## config.mk

```make
export PLATFORM = sky130hd
export DESIGN_NAME = jk_walk_driver
export DESIGN_NICKNAME = d
export VERILOG_FILES = /design/src/rtl/jk_walk_pkg.sv /design/src/rtl/jk_cell.sv /design/src/rtl/jk_walk_driver.sv
export SDC_FILE = /design/constraint.sdc
export NUM_CORES = 1
export LEC_CHECK = 0
export BUFFER_PORTS_ARGS = -buffer_cell sky130_fd_sc_hd__buf_4
export CELL_PAD_IN_SITES_DETAIL_PLACEMENT = 0
export CELL_PAD_IN_SITES_GLOBAL_PLACEMENT = 1
export CORE_MARGIN = 4
export CORE_UTILIZATION = 43
export CTS_CLUSTER_DIAMETER = 40
export CTS_CLUSTER_SIZE = 30
export DETAILED_ROUTE_END_ITERATION = 10
export PLACE_DENSITY = 0.94
export SETUP_SLACK_MARGIN = 0.4
export SLEW_MARGIN = 20
export SYNTH_ARGS = -nofsm -noshare
export SYNTH_HDL_FRONTEND = slang
export SYNTH_SLANG_ARGS = --single-unit
```

## constraint.sdc

```tcl
create_clock -name clk -period 1.9 [get_ports clk]
set_input_delay 0.285 -clock clk [delete_from_list [all_inputs] [get_ports clk]]
set_output_delay 0.285 -clock clk [all_outputs]
set_load 0.01 [all_outputs]
```

## src/rtl/jk_walk_pkg.sv

```systemverilog
// Shared types and constants for the JK walk driver.
package jk_walk_pkg;

  localparam int JK_WIDTH_DEF = 4;

  typedef enum logic [1:0] {
    IDLE = 2'd0,
    WALK = 2'd1,
    DONE = 2'd2
  } state_e;

  // {J,K} excitation encodings
  localparam logic [1:0] JK_HOLD = 2'b00;
  localparam logic [1:0] JK_CLR  = 2'b01;
  localparam logic [1:0] JK_SET  = 2'b10;
  localparam logic [1:0] JK_TGL  = 2'b11;

endpackage

```

## src/rtl/jk_cell.sv

```systemverilog
// Single JK flip-flop, asynchronous active-high reset to 0.
module jk_cell
  import jk_walk_pkg::*;
(
  input  logic clk,
  input  logic rst,
  input  logic J,
  input  logic K,
  output logic Q
);

  always_ff @(posedge clk or posedge rst) begin
    if (rst) begin
      Q <= 1'b0;
    end else begin
      unique case ({J, K})
        JK_HOLD: Q <= Q;
        JK_CLR:  Q <= 1'b0;
        JK_SET:  Q <= 1'b1;
        JK_TGL:  Q <= ~Q;
        default: Q <= Q;
      endcase
    end
  end

endmodule

```

## src/rtl/jk_walk_driver.sv

```systemverilog
// Walks a row of JK cells to a target word, one bit per cycle.
// Build option: JK_TOGGLE_EN selects toggle excitation for differing bits.
module jk_walk_driver
  import jk_walk_pkg::*;
#(
  parameter int WIDTH = JK_WIDTH_DEF
) (
  input  logic             clk,
  input  logic             rst,
  input  logic             load,
  input  logic [WIDTH-1:0] target,
  output logic             busy,
  output logic             done,
  output logic [WIDTH-1:0] q,
  output logic [WIDTH-1:0] j,
  output logic [WIDTH-1:0] k
);

  localparam int IW = (WIDTH > 1) ? $clog2(WIDTH) : 1;
  localparam logic [IW-1:0] IDX_LAST = IW'(WIDTH - 1);

  state_e          state_q;
  logic [IW-1:0]   idx_q;
  logic [WIDTH-1:0] tgt_q;

  always_ff @(posedge clk or posedge rst) begin
    if (rst) begin
      state_q <= IDLE;
      idx_q   <= '0;
      tgt_q   <= '0;
    end else begin
      unique case (state_q)
        IDLE: begin
          if (load) begin
            tgt_q   <= target;
            idx_q   <= '0;
            state_q <= WALK;
          end
        end
        WALK: begin
          if (idx_q == IDX_LAST) begin
            idx_q   <= '0;
            state_q <= DONE;
          end else begin
            idx_q <= idx_q + 1'b1;
          end
        end
        DONE: state_q <= IDLE;
        default: state_q <= IDLE;
      endcase
    end
  end

  // Only the indexed bit is ever excited, and only if it differs.
  always_comb begin
    j = '0;
    k = '0;
    for (int i = 0; i < WIDTH; i++) begin
      logic [1:0] ex;
      ex = JK_HOLD;
      if (state_q == WALK && idx_q == IW'(i) && q[i] != tgt_q[i]) begin
`ifdef JK_TOGGLE_EN
        ex = JK_TGL;
`else
        ex = tgt_q[i] ? JK_SET : JK_CLR;
`endif
      end
      j[i] = ex[1];
      k[i] = ex[0];
    end
  end

  assign busy = (state_q != IDLE);
  assign done = (state_q == DONE);

  for (genvar g = 0; g < WIDTH; g++) begin : g_cell
    jk_cell u_cell (
      .clk (clk),
      .rst (rst),
      .J   (j[g]),
      .K   (k[g]),
      .Q   (q[g])
    );
  end

endmodule

```

# Yosys cells after proc, flatten, opt, wreduce, memory -nomap -nowiden
# Cells that the tools add are included.
# word_totals
wordCells	72
input_bits	7
output_inout_bits	14
register_bits	12
# op_classes
n_reduce_logical	19
n_addsub	1
n_mux	18
eq_ne	23
n_bitwise	4
# ops
cell	count
2-bit 2-to-1 mux	12
2-bit == test (second input constant)	11
2-bit by 1-bit == test with 1-bit output (second input constant)	6
2-bit logical NOT	6
1-bit case mux with 3 select lines	4
1-bit logical AND	8
2-bit case mux with 2 select lines	2
2-bit AND reduction	3
1-bit != test	4
1-bit NOT	4
2-bit nonzero test	2
2-bit by 1-bit adder with 2-bit output (second input constant)	1
2-bit by 1-bit != test with 1-bit output (second input constant)	1
2-bit != test (second input constant)	1

# Longest topological paths before layout
# Gate-level depths: netlist of run 1.
# depth
word_depth	6
mapped_depth	5
depth_no_buf	4

# By module
# Synthesis of run 1 repeated with hierarchy kept, for this count alone.
# hier_totals
cells_unflattened	56
hier_area_um2	639.4
# modules_own_cells
mod	n_inst	cells_each	seq_area_each_um2	area_per_inst_um2
jk_walk_driver	1	40	200.2	489.2
jk_cell	4	4	25.0	37.5

# Least setup slack after synthesis of run 1
# Ideal clock, no wire load.
# synth_path
path_type	reg-to-output
from	register idx_q[0]
to	output j[0]
t_required_ps	1615
path_buffers	1
t_arrival_ps	1080
path_stages_with_launch	6
setup_slack_ps	535
cell_sequence	dfrtp_1 > inv_1 > ha_1 > nand3b_4 > nor3b_1 > buf_4
# synth_via
elab_chain_len	4
# synth_rtl
item	line	rtl
start, declared	jk_walk_driver.sv:23	logic [IW-1:0] idx_q;
start signal, assigned	jk_walk_driver.sv:45	idx_q <= idx_q + 1'b1;
2-bit logical NOT	jk_walk_driver.sv:61	if (state_q == WALK && idx_q == IW'(i) && q[i] != tgt_q[i]) begin
1-bit logical AND (2 in a row)	jk_walk_driver.sv:61	
2-bit 2-to-1 mux	jk_walk_driver.sv:61	
end, declared	jk_walk_driver.sv:15	output logic [WIDTH-1:0] j,
# No other way between the ends.

# Worst setup path after layout of run 1
# layout_path
from	register idx_q[1]
to	output k[1]
# layout_via
elab_chain_len	4
# layout_rtl
item	line	rtl
2-bit by 1-bit == test with 1-bit output	jk_walk_driver.sv:61	
1-bit logical AND (2 in a row)	jk_walk_driver.sv:61	
2-bit 2-to-1 mux	jk_walk_driver.sv:61	
end, declared	jk_walk_driver.sv:16	output logic [WIDTH-1:0] k
# No other way between the ends.

==> results of run 1 <==
## placed cells by master, fill, tap and decap left out
cell | netlist | final
clkbuf_4 | 0 | 3
ha_4 | 0 | 4
o21bai_1 | 1 | 1
nor2_1 | 1 | 1
a22o_1 | 2 | 2
dfrtp_1 | 12 | 8
nand2b_1 | 2 | 2
nor3b_2 | 0 | 7
inv_2 | 0 | 1
or2_2 | 1 | 1
buf_6 | 1 | 2
inv_4 | 0 | 1
buf_4 | 12 | 23
nor3b_4 | 1 | 2
a21oi_1 | 1 | 1
clkbuf_8 | 0 | 1
inv_1 | 4 | 2
mux2_2 | 4 | 2
nand3b_4 | 4 | 4
nor2b_1 | 2 | 2
mux2_4 | 4 | 6
dfrtp_2 | 0 | 4
## worst register-to-register path: cells and delay by family, from the launching register on
| family | cells | cell delay, ns |
|---|---|---|
| AND/OR/NAND/NOR | 1 | 0.32 |
| flip-flops | 1 | 0.50 |
| buffers and inverters | 1 | 0.19 |
| multiplexers | 1 | 0.37 |
## cells by family after synthesis
family | share of synthesized area
simple gates | 0.244
fa+ha+maj | 0.0629
flops | 0.377
mux | 0.132
buf+inv | 0.146
compound gates | 0.0377
## layer usage
layer / vias up / track usage
li1: 238 / -
met1: 224 / 0.144
met2: 15 / 0.187
met3: 2 / 0.0175
met4: 0 / 0.0942
met5: - / 0
## registers in the layout (all words and copies together) (netlist names)
signal           flops
g_cell.u_cell.Q      4
idx_q                2
state_q              2
tgt_q                4
## stage by stage
step	total power, mW	hold WS [ns]	instance area, sq um	setup slack, ns
4_1_cts	1.64	0.0243	1030	0.224
3_3_place_gp	1.22	0.315	876	0.431
5_1_grt	1.81	0.0468	1070	0.138
6_report	1.68	0.0158	1070	0.198
2_1_floorplan	1.14	0.150	796	0.535
3_5_place_dp	1.24	0.320	876	0.382
## power groups by stage
stage	registers (mW)	clock network, mW	logic, mW
after floorplan	0.488	0	0.654
after global placement	0.547	0	0.671
after detailed placement	0.559	0	0.678
after CTS	0.572	0.208	0.854
after global routing	0.620	0.212	0.983
final	0.584	0.203	0.898
## worst paths after layout
check | depth (start not counted) | slack [ns] | to
max reg2reg | 3 | 0.40 | tgt_q[1]
min reg2reg | 1 | 0.56 | state_q[0]
min | 2 | 0.02 | tgt_q[1]
min in group clk | 2 | 0.24 | tgt_q[0]
max in group asynchronous | 2 | 1.55 | idx_q[1]
max | 5 | 0.20 | k[1]
## area by class of cell
class                      count  area (sq um)
fill                         145           677
multi-input combinational     35           483
sequential                    12           305
timing repair buffer          25           195
clock buffer                   4          36.3
tap                           25          31.3
inverter                       4          17.5
## repair_timing
item,4_1_cts,5_1_grt
setup buffers,4,1
endpoints found under the setup margin,10,13
gates resized for setup,22,6
pin swaps,4,4
hold buffers,0,0
==> impl_metrics.toml, run 1 <==
[status]
status = "complete, no violations"

[cts]
cts_tree = "yes"
root_buffer = "clkbuf_4"
cts_made_buffers = 3
cts_buffer_depth = 2
clock_latency_ns = 0.27
cts_max_level = 1
clk_pin_slew_ns = 0.08
cts.sinks = 12

[timing]
setup_viol_count_final = 0
fmax_mhz = 587
rsz0062_at_grt = "true"
worst_slew_pin_slew_ns = 0.449
fin_tns_setup_ns = 0
drv_slew = 0
max-slew-margin-rel = 0.700
period_minus_slack_ns = 1.70
fin_crit_sh = 0.896
hold_violations = 0
finalClockSkew_ns = 0.000800

[route]
first_iter_violations = 4
ant_nets = 0
via_count = 479
routed_wl_um = 1300
met2WireLength_um = 629
wl_met3_um = 70
vias_per_cell = 4.56
top_layer_used = "met4"
wl_met1_um = 568
drt_first_pass_iters = 4
drc_errors = 0
wl_per_cell_um = 12.4

[floorplan]
start_util = 0.456
fp.coreArea_sq_um = 1750
ios = 21
die_area_sq_um = 2600
row_count = 15
die_h_um = 51.0
die_x_um = 51.0

[synthesis]
async_flop_share = 1.00
netlist.area_leader.share = 0.377
yosys-top-cells-area = "dfrtp_1 38%, buf_4 11%, nand3b_4 10%"
synth_area_sq_um = 796
synth_cell_types = 17
syn_area_per_cell_sq_um = 12.4
synth_edf_count = 0
yosysWarnings = 0
synth_top_area_cell = "dfrtp_1"
syn-instance-count = 64
seq_area_frac_synth = 0.377
ys_ff_latch = 12
synth_common_cells = "12 x buf_4, 12 x dfrtp_1, 8 x nor3b_1"
synth_fp_nets = 75
synthFlopType = "dfrtp_1"

[power_and_ir_drop]
p_int_mw = 1.08
pwr-share-seq = 0.346
power_switching_uw = 609
peakVddDrop_mv = 0.724
leakagePower_nw = 0.519
power_frac_clock = 0.121
power_density_nw_per_um2 = 1580
comb_power_share = 0.533
power.share.switching = 0.362

[critical_path]
crit_required_ns = 1.62
max_stage_delay_ns = 0.46
critPathLaunchType = "register"
path_buf_inv = 2
crit_type = "register to primary output"
critPathCaptureType = "primary output"
cp_slowest_cell = "dfrtp_2"
critical-path-top-delay-family = "flip-flops"
rr_startpoint = "state_q[0]"
crit_chain = "inv_4 > ha_4 > nand3b_4 > nor3b_4 > buf_6"
arrival_ns = 1.42
path_max_fanout = 4
cp-startpoint = "idx_q[1]"

[placed_design]
placedCellCount = 96
dp_hpwl_um = 857
place_congestion = 0.712
io_buffers = 20

[global_routing]
antenna_found_initial = 0
grt_first_pass_wirelength_um = 2240
grt-ovfl-total = 0
grt_max_degree = 13
grtUsageTotal = 0.119
grt_pass1_vias = 479

[layout]
final_util = 0.612
nNetsFinal = 92
area_growth_pct = 34.3
final_cells = 105
drive_above_1_share = 0.763
num_antenna_cells = 0

[job]
maxCapViolations = 0

[hold_path]
min_path_type = "input pin to async pin"
Power figures use the tool's default switching activity.
==> run 2, diff against run 1 <==
Settings changed: GPL_TIMING_DRIVEN from default to 0.
==> impl_metrics.toml, run 2 (synthesis results as in run 1) <==
[layout]
drive_above_1_share = 0.802
num_antenna_cells = 0
final_util = 0.720
final_cell_mix = "35 x buf_4, 11 x buf_6, 9 x dfrtp_1"
reg_top3 = "g_cell.u_cell.Q (4), tgt_q (4)"
seq_area_sq_um = 304
area_growth_pct = 57.9
nNetsFinal = 113
multi_input_area_sq_um = 478
fillerInstances = 130
layout_commonest_cell = "buf_4"

[job]
maxCapViolations = 0

[timing]
rsz0062_at_grt = "true"
setup_viol_count_final = 0
fin_crit_sh = 0.929
fmax_mhz = 567
drv_slew = 0
worst_slew_pin_slew_ns = 0.469
max-slew-margin-rel = 0.687
finalClockSkew_ns = 0.00462
hold_violations = 0
fin_tns_setup_ns = 0
period_minus_slack_ns = 1.77

[route]
via_count = 570
met2WireLength_um = 907
wl_per_cell_um = 13.3
vias_per_cell = 4.52
wl_met1_um = 660
drc_errors = 0
wl_met3_um = 86
routed_wl_um = 1670
top_layer_used = "met4"
drt_first_pass_iters = 4
first_iter_violations = 4
ant_nets = 0

[critical_path]
arrival_ns = 1.48
crit_type = "register to primary output"
r2r_slack_ns = 0.46
reg2regPathDepth = 6
critical-path-top-delay-family = "flip-flops"
reg2reg_to = "g_cell[0].u_cell.Q"
max_stage_delay_ns = 0.45
crit_required_ns = 1.62
critPathLaunchType = "register"
path_max_fanout = 4
path_buf_inv = 3
path_depth = 6
rr_startpoint = "idx_q[0]"
cp_slowest_cell = "dfrtp_2"
critPathCaptureType = "primary output"
crit_chain = "inv_4 > ha_4 > nand3b_4 > nor3b_4 > buf_4 > buf_6"

[placed_design]
io_buffers = 20
place_congestion = 0.658
dp_hpwl_um = 1040

[cts]
cts_made_buffers = 3
cts_max_level = 1
cts.sinks = 12
clock_latency_ns = 0.27
cts_tree = "yes"
root_buffer = "clkbuf_4"
clk_pin_slew_ns = 0.08
cts_buffer_depth = 2

[global_routing]
grt_pass1_vias = 586
grt-ovfl-total = 0
grt_first_pass_wirelength_um = 2880
grt_max_degree = 13
grtUsageTotal = 0.152
antenna_found_initial = 0

[floorplan]
ios = 21
die_area_sq_um = 2600
die_x_um = 51.0
die_h_um = 51.0
start_util = 0.456
row_count = 15
fp.coreArea_sq_um = 1750

[status]
status = "complete, no violations"

[power_and_ir_drop]
peakVddDrop_mv = 0.916
power_density_nw_per_um2 = 1570
leakagePower_nw = 0.627

[hold_path]
min_path_type = "input pin to async pin"
==> run 2: cell types whose count changed in the layout (fill, tap and decap cells not counted), sizes merged <==
cell	change
buf	+21
==> run 2: layout make-up <==
class / count / area share
clock buffers: 4 / 0.0289
well taps: 25 / 0.0249
repair buffers: 33 / 0.227
plain buffers: 13 / 0.0807
inverters: 4 / 0.0159
multi-input cells: 35 / 0.380
flip-flops and latches: 12 / 0.242
==> run 2: worst max path at each step <==
| stage | startpoint | end | slack, ns |
|---|---|---|---|
| after floorplan | idx_q[0] | j[0] | 0.53 |
| after global placement | idx_q[0] | j[0] | 0.38 |
| after detailed placement | idx_q[0] | j[0] | 0.34 |
| after CTS | idx_q[1] | j[1] | 0.15 |
| after global routing | idx_q[0] | k[0] | 0.06 |
| final | idx_q[0] | k[0] | 0.13 |
==> run 2: stage by stage <==
step	hold slack (ns)	power, mW	instance area [sq um]	std cells	setup WS, ns
finish	0.0218	1.97	1260	126	0.135
global route	0.0582	2.11	1260	126	0.0575
detailed placement	0.330	1.38	977	109	0.343
global placement	0.314	1.34	977	109	0.384
floorplan	0.150	1.14	796	64	0.535
CTS	0.0353	1.85	1190	120	0.147
==> run 2: where the power goes <==
group          internal, mW  switching [mW]  total, mW
sequential            0.386           0.170      0.556
combinational         0.778           0.436       1.21
clock                 0.116          0.0885      0.205
==> run 2: metal layers <==
metal	vias up	global-route usage
li1	278	-
met1	273	0.169
met2	17	0.273
met3	2	0.0262
met4	0	0.0762
met5	-	0
==> run 2: repair_timing <==
| action | CTS | global route |
|---|---|---|
| gates resized for setup | 31 | 4 |
| pin swaps | 8 | 7 |
| setup buffers | 7 | 6 |
| hold endpoints to repair | 0 | 0 |
| endpoints found under the setup margin | 9 | 9 |
| hold buffers | 0 | 0 |
==> run 3, diff against run 2 <==
Settings changed: PLACE_DENSITY 0.94 to default, PLACE_DENSITY_LB_ADDON from default to 0.1.
==> impl_metrics.toml, run 3 (synthesis results as in run 1) <==
[status]
status = "complete, no violations"

[cts]
cts_max_level = 1
holdBufCountCts = 0
cts_tree = "yes"
cts.sinks = 12
clock_latency_ns = 0.28
root_buffer = "clkbuf_4"
cts_made_buffers = 3
clk_pin_slew_ns = 0.08
cts_buffer_depth = 2

[global_routing]
grtUsageTotal = 0.129
grt-ovfl-total = 0
antenna_found_initial = 0
grt_pass1_vias = 570
grt_first_pass_wirelength_um = 2500
grt_max_degree = 13

[critical_path]
path_buf_inv = 3
cp_slowest_cell = "dfrtp_2"
arrival_ns = 1.45
r2r_slack_ns = 0.48
reg2reg_to = "g_cell[0].u_cell.Q"
path_max_fanout = 4
crit_required_ns = 1.62
critical-path-top-delay-family = "flip-flops"
critPathCaptureType = "primary output"
reg2regPathDepth = 6
crit_type = "register to primary output"
max_stage_delay_ns = 0.46
rr_startpoint = "idx_q[0]"
critPathLaunchType = "register"
crit_chain = "inv_4 > ha_4 > nand3b_4 > nor3b_2 > buf_4 > buf_6"

[route]
vias_per_cell = 4.48
drc_errors = 0
wl_per_cell_um = 11.2
drt_first_pass_iters = 3
ant_nets = 0
via_count = 551
first_iter_violations = 1
routed_wl_um = 1380

[layout]
area_growth_pct = 53.0
seq_area_sq_um = 304
multi_input_area_sq_um = 469
final_cells = 123
nNetsFinal = 110
fillerInstances = 128
layout_commonest_cell = "buf_4"
reg_top3 = "g_cell.u_cell.Q (4), tgt_q (4)"
final_cell_mix = "34 x buf_4, 9 x buf_6, 9 x dfrtp_1"
drive_above_1_share = 0.796
num_antenna_cells = 0

[hold_path]
min_path_type = "input pin to async pin"

[timing]
drv_slew = 0
hold_violations = 0
setup_ws_ns = 0.166
period_minus_slack_ns = 1.73
rsz0062_at_grt = "true"
max-slew-margin-rel = 0.691
worst_slew_pin_slew_ns = 0.462
fin_crit_sh = 0.913
fin_tns_setup_ns = 0
finalClockSkew_ns = 0.0131
holdWs_ns = 0.0108
fmax_mhz = 577
setup_viol_count_final = 0

[floorplan]
fp.coreArea_sq_um = 1750
die_h_um = 51.0
die_area_sq_um = 2600
start_util = 0.456
ios = 21
row_count = 15
die_x_um = 51.0

[placed_design]
io_buffers = 20
placedCellCount = 109
post-place-ws_ns = 0.351
place_congestion = 0.687
dp_hpwl_um = 924

[power_and_ir_drop]
power_frac_clock = 0.107
power.share.switching = 0.341
power_density_nw_per_um2 = 1550
power_switching_uw = 644
comb_power_share = 0.601
pwr-share-seq = 0.292
p_int_mw = 1.25
leakagePower_nw = 0.606
p_total_mw = 1.89
peakVddDrop_mv = 0.782

[job]
maxCapViolations = 0
[run 3: metrics by stage]
step | utilization | cell area (sq um)
floorplan | - | 796
global placement | 0.560 | 977
detailed placement | 0.560 | 977
CTS | 0.676 | 1180
global route | 0.697 | 1220
finish | 0.697 | 1220
[run 3: worst max-delay path by stage]
stage                     slack [ns]  depth (start not counted)      from   end
after floorplan                 0.53                          5  idx_q[0]  j[0]
after global placement          0.37                          6  idx_q[0]  j[0]
after detailed placement        0.35                          6  idx_q[1]  j[1]
after CTS                       0.16                          6  idx_q[1]  k[0]
after global routing            0.04                          6  idx_q[1]  j[2]
final                           0.17                          6  idx_q[0]  j[0]
[run 3: cell type report]
| cell class | count | share of cell area |
|---|---|---|
| clock buffer | 4 | 0.0298 |
| sequential | 12 | 0.250 |
| inverter | 4 | 0.0164 |
| tap | 25 | 0.0257 |
| multi-input combinational | 35 | 0.385 |
| buffer | 13 | 0.0832 |
| timing repair buffer | 30 | 0.210 |
[run 3: power by group through the flow]
| stage | clock [mW] | combinational [mW] | sequential, mW |
|---|---|---|---|
| final | 0.202 | 1.14 | 0.552 |
| after global routing | 0.226 | 1.24 | 0.577 |
| after CTS | 0.207 | 1.08 | 0.547 |
| after detailed placement | 0 | 0.846 | 0.522 |
| after global placement | 0 | 0.835 | 0.516 |
| after floorplan | 0 | 0.654 | 0.488 |
[run 3: repair_timing]
action	in CTS	in global routing
pin swaps	5	5
cloned	0	0
setup buffers	7	3
setup endpoints to repair	9	10
resized for setup	27	4
[run 3: metal layers]
layer	track usage	routed length, um
met1	0.150	561
met2	0.219	708
met3	0.0554	88
met4	0.0269	17
met5	0	0
